## config.mk

```make
export PLATFORM = sky130hd
export DESIGN_NAME = onehot_decoder_scan_flat
export DESIGN_NICKNAME = d
export VERILOG_FILES = /design/src/rtl/onehot_decoder_scan_if.sv /design/src/rtl/onehot_decoder_scan.sv /design/src/flat_wrapper.sv
export SDC_FILE = /design/constraint.sdc
export NUM_CORES = 1
export LEC_CHECK = 0
export ABC_AREA = 1
export BUFFER_PORTS_ARGS = -buffer_cell sky130_fd_sc_hd__buf_2
export CAP_MARGIN = 10
export CELL_PAD_IN_SITES_DETAIL_PLACEMENT = 1
export CELL_PAD_IN_SITES_GLOBAL_PLACEMENT = 2
export CORE_ASPECT_RATIO = 0.5
export CORE_MARGIN = 2
export CORE_UTILIZATION = 30
export DETAILED_ROUTE_END_ITERATION = 8
export PLACE_DENSITY = 0.89
export SETUP_SLACK_MARGIN = 0.05
export SYNTH_ARGS = -nofsm -noshare
export SYNTH_HDL_FRONTEND = slang
export SYNTH_SLANG_ARGS = --single-unit
```

## constraint.sdc

```tcl
create_clock -name clk -period 1.8 [get_ports clk]
set_input_delay 0.27 -clock clk [delete_from_list [all_inputs] [get_ports clk]]
set_output_delay 0.27 -clock clk [all_outputs]
set_load 0.05 [all_outputs]
```

## src/rtl/onehot_decoder_scan_if.sv

```systemverilog
// Handshake bundle for onehot_decoder_scan: select input channel, one-hot output channel, mode and scan index.
// master: upstream/downstream side (drives mode, in_valid, in_sel, out_ready); slave: the decoder.
// Optional ONEHOT_DEC_ERR_EN adds err_clr (to decoder) and err_sticky (from decoder).
interface onehot_decoder_scan_if #(
  parameter int SEL_W   = 4,
  parameter int NUM_OUT = 16
);
  logic               mode;
  logic               in_valid;
  logic               in_ready;
  logic [SEL_W-1:0]   in_sel;
  logic               out_valid;
  logic               out_ready;
  logic [NUM_OUT-1:0] out_onehot;
  logic [SEL_W-1:0]   scan_idx;
`ifdef ONEHOT_DEC_ERR_EN
  logic               err_clr;
  logic               err_sticky;
`endif

  modport master (
    output mode, in_valid, in_sel, out_ready,
`ifdef ONEHOT_DEC_ERR_EN
    output err_clr,
    input  err_sticky,
`endif
    input  in_ready, out_valid, out_onehot, scan_idx
  );

  modport slave (
    input  mode, in_valid, in_sel, out_ready,
`ifdef ONEHOT_DEC_ERR_EN
    input  err_clr,
    output err_sticky,
`endif
    output in_ready, out_valid, out_onehot, scan_idx
  );
endinterface

```

## src/rtl/onehot_decoder_scan.sv

```systemverilog
// Registered N-to-M one-hot decoder with an autonomous scan mode (walks the output with a per-line dwell).
// Latency: 1 cycle from accepted in_sel to out_onehot; scan starts the cycle after mode=1 is seen idle/drained.
// Backpressure: in_ready drops while out_valid && !out_ready, in scan mode, or when mode=1; out_ready=0 freezes scan.
// Ports: clk, rst_n (async active-low), bus (onehot_decoder_scan_if.slave).
// Optional: define ONEHOT_DEC_ERR_EN to add err_sticky/err_clr for out-of-range select tracking.
module onehot_decoder_scan #(
  parameter int SEL_W   = 4,
  parameter int NUM_OUT = 16,
  parameter int DWELL   = 4
) (
  input  logic                 clk,
  input  logic                 rst_n,
  onehot_decoder_scan_if.slave bus
);

  localparam int DW_W = (DWELL > 1) ? $clog2(DWELL) : 1;

  typedef enum logic [1:0] {IDLE, HOLD, SCAN} state_t;

  state_t             state_q;
  logic               out_valid_q;
  logic [NUM_OUT-1:0] onehot_q;
  logic [SEL_W-1:0]   scan_idx_q;
  logic [DW_W-1:0]    dwell_q;

  logic               in_ready;
  logic               accept;
  logic               sel_oor;
  logic [NUM_OUT-1:0] dec_d;
  logic [SEL_W-1:0]   scan_idx_d;
  logic               dwell_end;

  // Scan owns the output, and mode=1 blocks new words so a pending one can drain before scan.
  assign in_ready = !bus.mode && (state_q != SCAN) && (!out_valid_q || bus.out_ready);
  assign accept   = bus.in_valid && in_ready;

  always_comb begin
    sel_oor    = 32'(bus.in_sel) >= NUM_OUT;
    dec_d      = sel_oor ? '0 : (NUM_OUT'(1) << bus.in_sel);
    scan_idx_d = (scan_idx_q == SEL_W'(NUM_OUT - 1)) ? '0 : scan_idx_q + SEL_W'(1);
    dwell_end  = (dwell_q == DW_W'(DWELL - 1));
  end

  always_ff @(posedge clk or negedge rst_n) begin
    if (!rst_n) begin
      state_q     <= IDLE;
      out_valid_q <= 1'b0;
      onehot_q    <= '0;
      scan_idx_q  <= '0;
      dwell_q     <= '0;
    end else begin
      case (state_q)
        IDLE: begin
          if (accept) begin
            state_q     <= HOLD;
            out_valid_q <= 1'b1;
            onehot_q    <= dec_d;
          end else if (bus.mode) begin
            state_q     <= SCAN;
            out_valid_q <= 1'b1;
            onehot_q    <= NUM_OUT'(1);
            scan_idx_q  <= '0;
            dwell_q     <= '0;
          end
        end
        HOLD: begin
          if (accept) begin
            // Back-to-back: the new word replaces the one consumed this cycle.
            onehot_q <= dec_d;
          end else if (bus.out_ready) begin
            if (bus.mode) begin
              state_q     <= SCAN;
              out_valid_q <= 1'b1;
              onehot_q    <= NUM_OUT'(1);
              scan_idx_q  <= '0;
              dwell_q     <= '0;
            end else begin
              state_q     <= IDLE;
              out_valid_q <= 1'b0;
              onehot_q    <= '0;
            end
          end
        end
        SCAN: begin
          if (!bus.mode) begin
            state_q     <= IDLE;
            out_valid_q <= 1'b0;
            onehot_q    <= '0;
            scan_idx_q  <= '0;
            dwell_q     <= '0;
          end else if (bus.out_ready) begin
            // Dwell only counts cycles the consumer actually took the word.
            if (dwell_end) begin
              dwell_q    <= '0;
              scan_idx_q <= scan_idx_d;
              onehot_q   <= NUM_OUT'(1) << scan_idx_d;
            end else begin
              dwell_q <= dwell_q + DW_W'(1);
            end
          end
        end
        default: begin
          state_q     <= IDLE;
          out_valid_q <= 1'b0;
          onehot_q    <= '0;
          scan_idx_q  <= '0;
          dwell_q     <= '0;
        end
      endcase
    end
  end

  assign bus.in_ready   = in_ready;
  assign bus.out_valid  = out_valid_q;
  assign bus.out_onehot = onehot_q;
  assign bus.scan_idx   = scan_idx_q;

`ifdef ONEHOT_DEC_ERR_EN
  logic err_sticky_q;

  // A new out-of-range accept outranks a clear in the same cycle.
  always_ff @(posedge clk or negedge rst_n) begin
    if (!rst_n) begin
      err_sticky_q <= 1'b0;
    end else if (accept && sel_oor) begin
      err_sticky_q <= 1'b1;
    end else if (bus.err_clr) begin
      err_sticky_q <= 1'b0;
    end
  end

  assign bus.err_sticky = err_sticky_q;
`endif

endmodule

```

## src/flat_wrapper.sv

```systemverilog
// flat-port wrapper written by rule: the top's interface ports become plain ports
module onehot_decoder_scan_flat 
#(
  parameter int SEL_W   = 4,
  parameter int NUM_OUT = 16,
  parameter int DWELL   = 4
)
  (clk, rst_n, bus_mode, bus_in_valid, bus_in_sel, bus_out_ready, bus_in_ready, bus_out_valid, bus_out_onehot, bus_scan_idx);
  onehot_decoder_scan_if #(.SEL_W(SEL_W), .NUM_OUT(NUM_OUT)) bus_i ();
  input  logic clk;
  input  logic rst_n;
  input wire logic [$bits(bus_i.mode)-1:0] bus_mode;
  input wire logic [$bits(bus_i.in_valid)-1:0] bus_in_valid;
  input wire logic [$bits(bus_i.in_sel)-1:0] bus_in_sel;
  input wire logic [$bits(bus_i.out_ready)-1:0] bus_out_ready;
  output wire logic [$bits(bus_i.in_ready)-1:0] bus_in_ready;
  output wire logic [$bits(bus_i.out_valid)-1:0] bus_out_valid;
  output wire logic [$bits(bus_i.out_onehot)-1:0] bus_out_onehot;
  output wire logic [$bits(bus_i.scan_idx)-1:0] bus_scan_idx;
  assign bus_i.mode = bus_mode;
  assign bus_i.in_valid = bus_in_valid;
  assign bus_i.in_sel = bus_in_sel;
  assign bus_i.out_ready = bus_out_ready;
  assign bus_in_ready = bus_i.in_ready;
  assign bus_out_valid = bus_i.out_valid;
  assign bus_out_onehot = bus_i.out_onehot;
  assign bus_scan_idx = bus_i.scan_idx;
  onehot_decoder_scan #(.SEL_W(SEL_W), .NUM_OUT(NUM_OUT), .DWELL(DWELL)) u_core (.clk(clk), .rst_n(rst_n), .bus(bus_i));
endmodule
```

### Word level (Yosys, flattened, before mapping)

Index checks and enable logic that the tools add are counted.

| operators by class | value |
|---|---|
| multiplexer cells | 40 |
| reduce and logical (&&, ||, !) cells | 11 |
| eq/ne operators | 13 |
| add/subtract/negate cells | 2 |
| shift operators | 2 |

Operator list:

| cell | count |
|---|---|
| two-way mux 16 bit | 7 |
| case mux 16 bit (3 select lines) | 1 |
| two-way mux 4 bit | 8 |
| left shift 1 x 4 -> 16 bit, first input constant | 2 |
| two-way mux 2 bit | 13 |
| case mux 2 bit (3 select lines) | 2 |
| case mux 4 bit (3 select lines) | 1 |
| AND reduction 4 bit | 3 |
| inequality test 2 bit, second input constant | 5 |
| inequality test 3 x 2 -> 1 bit, second input constant | 3 |
| two-way mux 1 bit | 7 |
| AND reduction 5 bit | 1 |
| adder 4 x 1 -> 4 bit, second input constant | 1 |
| == test 2 bit, second input constant | 2 |
| == test 4 bit, second input constant | 1 |
| logical AND 1 bit | 3 |
| inequality test 3 bit, second input constant | 1 |
| case mux 1 bit (3 select lines) | 1 |
| adder 2 x 1 -> 2 bit, second input constant | 1 |
| == test 2 x 1 -> 1 bit, second input constant | 1 |
| logical NOT 1 bit | 2 |
| logical NOT 2 bit | 1 |
| logical OR 1 bit | 1 |

| word-level totals | value |
|---|---|
| output and inout bits | 22 |
| register bits after elaboration | 25 |
| word-level logic and storage cells | 73 |
| input bits | 9 |

### Longest topological paths before layout

Gate-level depths: netlist (run 1).

| depth | value |
|---|---|
| depth in word-level cells | 7 |
| gate-level depth with buffers | 10 |
| gate-level depth less buffers | 10 |

### Worst setup path before layout (run 1)

Ideal clock, no wire load.

| timing | value |
|---|---|
| path kind | flip-flop to flip-flop |
| from | register u_core.scan_idx_q[0], in the netlist u_core.bus.scan_idx[0] |
| to | register u_core.onehot_q[11], in the netlist u_core.bus.out_onehot[11] |
| buffers on the path | 0 |
| required time | 1.682 ns |
| library setup time | 0.118 ns |
| cell stages (with the launch flop) | 11 |
| setup slack | 0.006 ns |
| arrival | 1.677 ns |
| period minus slack after synthesis | 1.794 ns |
| cells stage by stage | dfrtp_1 > ha_1 > nand2_1 > nand2_1 > nand2_1 > o21ai_2 > inv_1 > nand2_1 > o21ai_0 > nand2_1 > nand2_1 |

| on the way | value |
|---|---|
| cells in the longest elaborated chain, start to end | 7 |
| elaborated cells on any way between the ends | 8 |
| classes of those cells | add/sub (1); eq/ne (1); shift (1); mux (5) |

RTL lines:

| element | RTL line | source |
|---|---|---|
| start: declaration | onehot_decoder_scan.sv:23 | `logic [SEL_W-1:0] scan_idx_q;` |
| start signal: assignment | onehot_decoder_scan.sv:95 | `scan_idx_q <= scan_idx_d;` |
| adder 4 x 1 -> 4 bit / == test 4 bit (equally long branches) | onehot_decoder_scan.sv:40 | `scan_idx_d = (scan_idx_q == SEL_W'(NUM_OUT - 1)) ? '0 : scan_idx_q + SEL_W'(1);` |
| two-way mux 4 bit * | onehot_decoder_scan.sv:40 |  |
| left shift 1 x 4 -> 16 bit * | onehot_decoder_scan.sv:96 | `onehot_q <= NUM_OUT'(1) << scan_idx_d;` |
| two-way mux 16 bit * | onehot_decoder_scan.sv:93 | `if (dwell_end) begin` |
| two-way mux 16 bit * | onehot_decoder_scan.sv:91 | `end else if (bus.out_ready) begin` |
| two-way mux 16 bit * | onehot_decoder_scan.sv:85 | `if (!bus.mode) begin` |
| case mux 16 bit (3 select lines) * | onehot_decoder_scan.sv:52 | `case (state_q)` |
| end signal: assignment | onehot_decoder_scan.sv:96 |  |
| end: declaration | onehot_decoder_scan.sv:22 | `logic [NUM_OUT-1:0] onehot_q;` |

Mark *: on every way between the ends. The rest lies on a longest branch, timed or not. The select of a mux whose other input is x is not followed.
A chain may end at the register's enable or synchronous reset.

### Worst setup path after layout (run 1)

| timing | value |
|---|---|
| from | register u_core.scan_idx_q[0], in the netlist u_core.bus.scan_idx[0] |
| to | register u_core.onehot_q[10], in the netlist u_core.bus.out_onehot[10] |

Same word-level chain as after synthesis.

==> out/results.tsv, run 1 <==
stage	metric	value	unit
worst_hold_path	Worst Hold Class	in2async	
floorplanning	chip width	108	µm
synthesis	Syn Nets	254	
power_and_ir_drop	Peak VDD IR	0.671	mV
floorplanning	core area	5070	µm²
clock_tree	CTS tree	done	
clock_tree	TritonCTS Sinks	25	
floorplanning	initial core utilization	32.1	%
drt	DR vias/cell	4.66	
final_layout	diode count	0	
sta	Setup TNS	0	ns
drt	Routed Antenna Nets	0	
synthesis	Netlist cell types	23	
sta	Worst Tran Pin Value	0.584	ns
sta	crit share post-route	89.4	%
placed_design	Post-DP HPWL	3530	µm
job	maxcap violations	0	
sta	Max Slew Vio Count	0	
sta	RSZ-0062 raised after global routing	true	
outcome	status	finished, violations left	
final_layout	Final nets	290	
drt	WL/cell	13.3	µm
critical_path	reg2reg setup slack	0.19	ns
clock_tree	Clk Latency, worst-skew pair	0.28	ns
sta	setup clock skew after layout	0.00939	ns
floorplanning	Die Y	56.1	µm
synthesis	sequential-to-total area share from yosys stat	38.5	%
synthesis	post-synth top area cell	dfrtp_1	
outcome	failing checks	hold timing	
synthesis	Yosys top cell area share	38.5	%
floorplanning	IO Pins	31	
sta	headroom to the max-slew limit	61.1	%
sta	Hold WS	-0.0212	ns
synthesis	Syn Std Cell Area	1630	µm²
final_layout	share of layout cells above drive strength 1	22.6	%
placed_design	port bufs	30	
final_layout	most frequent cells in the layout	nand2_1, buf_2, dfrtp_1	
final_layout	commonest non-fill, non-tap cell in the layout	nand2_1	
final_layout	layout overhead on the synthesized area	18.8	%
global_route	initial antenna violation count	0	
synthesis	yosys warns	0	
sta	f_max	0.622	GHz
synthesis	synthesized area per cell	6.81	µm²
clock_tree	Max Root-Sink Buffers	2	
drt	routed vias	1602	
critical_path	crit path kind	reg2reg	
clock_tree	Root Driver	clkbuf_8	
clock_tree	htree depth	1	
power_and_ir_drop	pwr/cell area	1140	nW/µm²
clock_tree	Clk pin slew, worst setup/hold paths	0.10	ns
placed_design	post-placement cell count	338	
floorplanning	total die area	6060	µm²
drt	Initial DRC Count	38	
drt	Total Wirelength	4570	µm
power_and_ir_drop	Lkg Pwr	1.10	nW
sta	final setup violation count	0	
global_route	total track usage	15.5	%
critical_path	type of origin of the critical path	register	
global_route	vias in the first global route	1607	
critical_path	crit end category	register	
critical_path	R2R depth	9	
critical_path	largest fanout on the critical path	6	
final_layout	Non-Filler Instances	344	
critical_path	crit path DAT	1.84	ns
clock_tree	TritonCTS Buffers	3	
global_route	first-pass GRT wire length	7490	µm
critical_path	worst path required time	2.03	ns
global_route	largest net degree at the start of global routing	26	
drt	# DRC	0	
synthesis	FF+latch count, synth	25	
synthesis	Syn Inst Count	239	
sta	Hold Violations, Final	25	
placed_design	Final Wtd Congestion	0.847	
floorplanning	Std-Cell Rows	18	
synthesis	synth top area cells	dfrtp_1, nand2_1, nand3_1, nor2_1, ha_1	
drt	DR pass1 iterations	4	
sta	Tmin final	1.61	ns
global_route	grt ovf	0	
==> timing repair <==
action,in CTS,in global routing
hold buffers,0,0
resized for setup,0,7
endpoints found under the setup margin,0,17
setup buffers,0,2
==> where the power goes <==
part           internal [mW]  switching [mW]
sequential             0.655          0.0952
clock                  0.158           0.208
combinational          0.284           0.805
total                   1.10            1.11
==> area by class of cell <==
type	count	area (µm²)
clock buffer	3	41.3
clock inverter	1	7.51
sequential	25	629
tap	70	87.6
fill	681	3140
multi-input combinational	185	886
timing repair buffer	34	180
inverter	26	100
==> per-stage QoR <==
step / hold slack [ns] / power (mW) / util (%) / instance area [µm²] / setup WS [ns]
finish: -0.0212 / 2.20 / 38.1 / 1930 / 0.192
global route: 0.0234 / 2.38 / 38.1 / 1930 / 0.0270
CTS: 0.00373 / 2.20 / 37.6 / 1900 / 0.119
detailed placement: 0.317 / 1.82 / 36.6 / 1850 / 0.135
global placement: 0.297 / 1.80 / 36.6 / 1850 / 0.204
floorplan: -0.0256 / 1.59 / - / 1630 / 0.146
==> synthesized netlist by cell type <==
cell / number
nand2_1: 104
dfrtp_1: 25
nor2_1: 21
inv_1: 20
nand3_1: 20
o21ai_0: 9
nor3_1: 7
ha_1: 6
inv_2: 5
nand2_2: 3
nand4_1: 3
a21oi_1: 2
buf_6: 2
nand3_4: 2
nand3b_1: 2
a211oi_1: 1
a21oi_2: 1
buf_2: 1
inv_4: 1
nand4_2: 1
nor2_2: 1
o211ai_1: 1
o21ai_2: 1
==> final timing paths <==
path | start | to
min in group clk | bus_mode | u_core.dwell_q[1]
max reg2reg | u_core.bus.scan_idx[0] | u_core.bus.out_onehot[10]
max | u_core.bus.scan_idx[0] | u_core.bus.out_onehot[10]
max in group asynchronous | rst_n | u_core.state_q[1]
min reg2reg | u_core.bus.out_onehot[2] | u_core.bus.out_onehot[2]
min | rst_n | u_core.bus.out_onehot[9]
==> per-layer routing <==
metal	global-route usage (%)	wire [µm]	vias up
met5	0	0	-
met4	2.93	27	0
met3	3.63	125	2
met2	25.3	2100	17
met1	21.1	2320	760
li1	-	-	823
==> worst max-delay path: stages (launching register included) <==
cell,delay [ns]
dfrtp_2,0.45
ha_1,0.23
nor2_1,0.12
nor2_1,0.07
buf_4,0.15
nor3_1,0.23
nand2_1,0.10
nand2_1,0.08
nand2_1,0.06
nand2_1,0.07
==> flip-flops by register name, summed over array words and instances, names as in the netlist <==
| register | count |
|---|---|
| u_core.dwell_q | 2 |
| u_core.bus.out_onehot | 16 |
| u_core.bus.out_valid | 1 |
| u_core.state_q | 2 |
| u_core.bus.scan_idx | 4 |
==> kinds of logic (layout without fill, tap and decap cells) <==
kind of cell             count (synthesis)  in the layout  share of synthesized area (%)
AO/OA/AOI/OAI                           15             15                           5.38
adder cells (fa/ha/maj)                  6              6                           4.62
buffers and inverters                   29             64                           7.85
AND/OR/NAND/NOR                        164            164                           43.7
flip-flops                              25             25                           38.5
Note: power is estimated with default switching activity, not from simulation.
==> run 2, diff against run 1 <==
--- a/config.mk
+++ b/config.mk
@@ -10,7 +10,6 @@
 export CAP_MARGIN = 10
 export CELL_PAD_IN_SITES_DETAIL_PLACEMENT = 1
 export CELL_PAD_IN_SITES_GLOBAL_PLACEMENT = 2
-export CORE_ASPECT_RATIO = 0.5
 export CORE_MARGIN = 2
 export CORE_UTILIZATION = 30
 export DETAILED_ROUTE_END_ITERATION = 8
==> out/results.tsv, run 2 (synthesized netlist as in run 1, its figures left out) <==
stage	metric	value	unit	change
critical_path	Setup crit start	u_core.state_q[1]		
clock_tree	TritonCTS Sinks	25		unchanged
global_route	total track usage	16.0	%	+0.46 points
critical_path	CP peak stage delay	0.49	ns	+0.04 ns
critical_path	CP delay by family, top	flip-flops		
drt	Routed Antenna Nets	0		unchanged
worst_hold_path	Worst Hold Class	in2async		
clock_tree	Root Driver	clkbuf_8		
sta	Tmin final	1.62	ns	+0.00818 ns
job	maxcap violations	0		unchanged
placed_design	pre-CTS setup slack	0.115	ns	-0.0206 ns
critical_path	Buf+Inv Stages, Crit Path	2		+1
placed_design	post-placement cell count	339		+0.30%
drt	routed vias	1606		+0.25%
final_layout	# fillers	691		+1.5%
final_layout	max FFs per register	16		unchanged
drt	Total Wirelength	4490	µm	-1.7%
global_route	grt ovf	0		unchanged
final_layout	diode count	0		unchanged
global_route	vias in the first global route	1611		+0.25%
sta	Hold WS	-0.00812	ns	+0.0131 ns
critical_path	CP Cell Sequence	nand2_2, nand3_1, inv_1, buf_2		
final_layout	design area	1990	µm²	+3.0%
drt	Initial DRC Count	78		+110%
critical_path	crit path DAT	1.35	ns	-0.49 ns
critical_path	type of origin of the critical path	register		
sta	final setup violation count	0		unchanged
final_layout	most frequent cells in the layout	nand2_1, buf_2, dfrtp_1		
placed_design	Final Wtd Congestion	0.895		+5.6%
clock_tree	Clk Latency, worst-skew pair	0.28	ns	about the same
drt	DR vias/cell	4.59		-1.5%
placed_design	port bufs	30		unchanged
drt	# DRC	0		unchanged
critical_path	reg2reg setup slack	0.20	ns	about the same
clock_tree	htree depth	1		unchanged
outcome	failing checks	hold timing		
power_and_ir_drop	pwr/cell area	1180	nW/µm²	+3.1%
final_layout	Non-Filler Instances	350		+1.7%
floorplanning	total die area	6030	µm²	-0.58%
sta	Worst Tran Pin Value	0.606	ns	+0.0215 ns
sta	Max Slew Vio Count	0		unchanged
sta	Setup TNS	0	ns	unchanged
placed_design	Post-DP HPWL	3440	µm	-2.4%
floorplanning	chip width	77.6	µm	-28%
drt	DR pass1 iterations	4		unchanged
power_and_ir_drop	Peak VDD IR	0.602	mV	-10%
final_layout	layout overhead on the synthesized area	22.3	%	
clock_tree	CTS tree	done		
critical_path	R2R depth	9		unchanged
critical_path	worst path required time	1.53	ns	-0.50 ns
placed_design	Area after DPL	1860	µm²	+0.41%
floorplanning	Std-Cell Rows	26		+8
clock_tree	Max Root-Sink Buffers	2		unchanged
critical_path	crit path kind	reg2out		
critical_path	critical path's slowest cell	dfrtp_2		
drt	WL/cell	12.8	µm	-3.4%
clock_tree	Hold Buf Count CTS	0		unchanged
critical_path	Reg-to-Reg End	u_core.bus.out_onehot[10]		
critical_path	reg-to-reg critical path startpoint	u_core.bus.scan_idx[0]		
final_layout	share of layout cells above drive strength 1	23.2	%	+0.59 points
sta	headroom to the max-slew limit	59.6	%	-1.4 points
floorplanning	core area	5170	µm²	+2.1%
critical_path	largest fanout on the critical path	7		+1
sta	f_max	0.619	GHz	-0.51%
final_layout	Final nets	296		+2.1%
power_and_ir_drop	Lkg Pwr	1.14	nW	+3.4%
sta	RSZ-0062 raised after global routing	false		
final_layout	post-layout util	38.5	%	+0.34 points
floorplanning	IO Pins	31		unchanged
sta	setup clock skew after layout	0.00582	ns	-0.00357 ns
sta	setup slack after layout	0.183	ns	-0.00818 ns
global_route	largest net degree at the start of global routing	26		unchanged
floorplanning	initial core utilization	31.4	%	-0.65 points
clock_tree	TritonCTS Buffers	3		unchanged
outcome	status	finished, violations left		
final_layout	commonest non-fill, non-tap cell in the layout	nand2_1		
sta	crit share post-route	89.8	%	+0.45 points
critical_path	crit end category	output port		
global_route	initial antenna violation count	0		unchanged
global_route	first-pass GRT wire length	7760	µm	+3.6%
floorplanning	Die Y	77.6	µm	+38%
clock_tree	Clk pin slew, worst setup/hold paths	0.10	ns	about the same
power_and_ir_drop	Tot Pwr	2.34	mW	+6.1%
sta	Hold Violations, Final	11		-56%
==> run 2: worst reg2reg max path, stage by stage, from the launching register on <==
cell     delay (ns)
dfrtp_2        0.45
ha_1           0.22
nor2_1         0.11
nor2_1         0.06
buf_4          0.14
nor3_1         0.23
nand2_1        0.12
nand2_1        0.09
nand2_1        0.06
nand2_1        0.06
==> run 2: report_power, final <==
group	internal (mW)	leakage (nW)	switching (mW)	total [mW]
sequential	0.655	0.336	0.0887	0.743
combinational	0.396	0.785	0.842	1.24
clock	0.157	0.0217	0.201	0.358
==> run 2: area by class of cell <==
type	instances	area (µm²)	share of cell area (%)
clock buffer	3	41.3	2.08
sequential	25	629	31.6
inverter	26	105	5.28
tap	70	87.6	4.40
timing repair buffer	40	238	11.9
clock inverter	1	7.51	0.377
multi-input combinational	185	881	44.3
==> run 2: timing repair <==
item	in CTS	in global routing
setup buffers	0	7
endpoints found under the setup margin	0	18
gates resized for setup	0	6
==> run 2: worst max path at each step <==
stage	end	cells past startpoint
finish	bus_in_ready	4
global route	u_core.bus.out_onehot[15]	10
CTS	u_core.bus.out_onehot[15]	7
detailed placement	u_core.bus.out_onehot[15]	7
global placement	u_core.bus.out_onehot[15]	7
floorplan	u_core.bus.out_onehot[6]	10
==> run 2: per-layer routing <==
layer  up-vias  track usage (%)  routed length [µm]
li1        834                -                   -
met1       750             21.9                2250
met2        20             26.7                2120
met3         2             1.16                  82
met4         0             5.00                  41
met5         -                0                   0
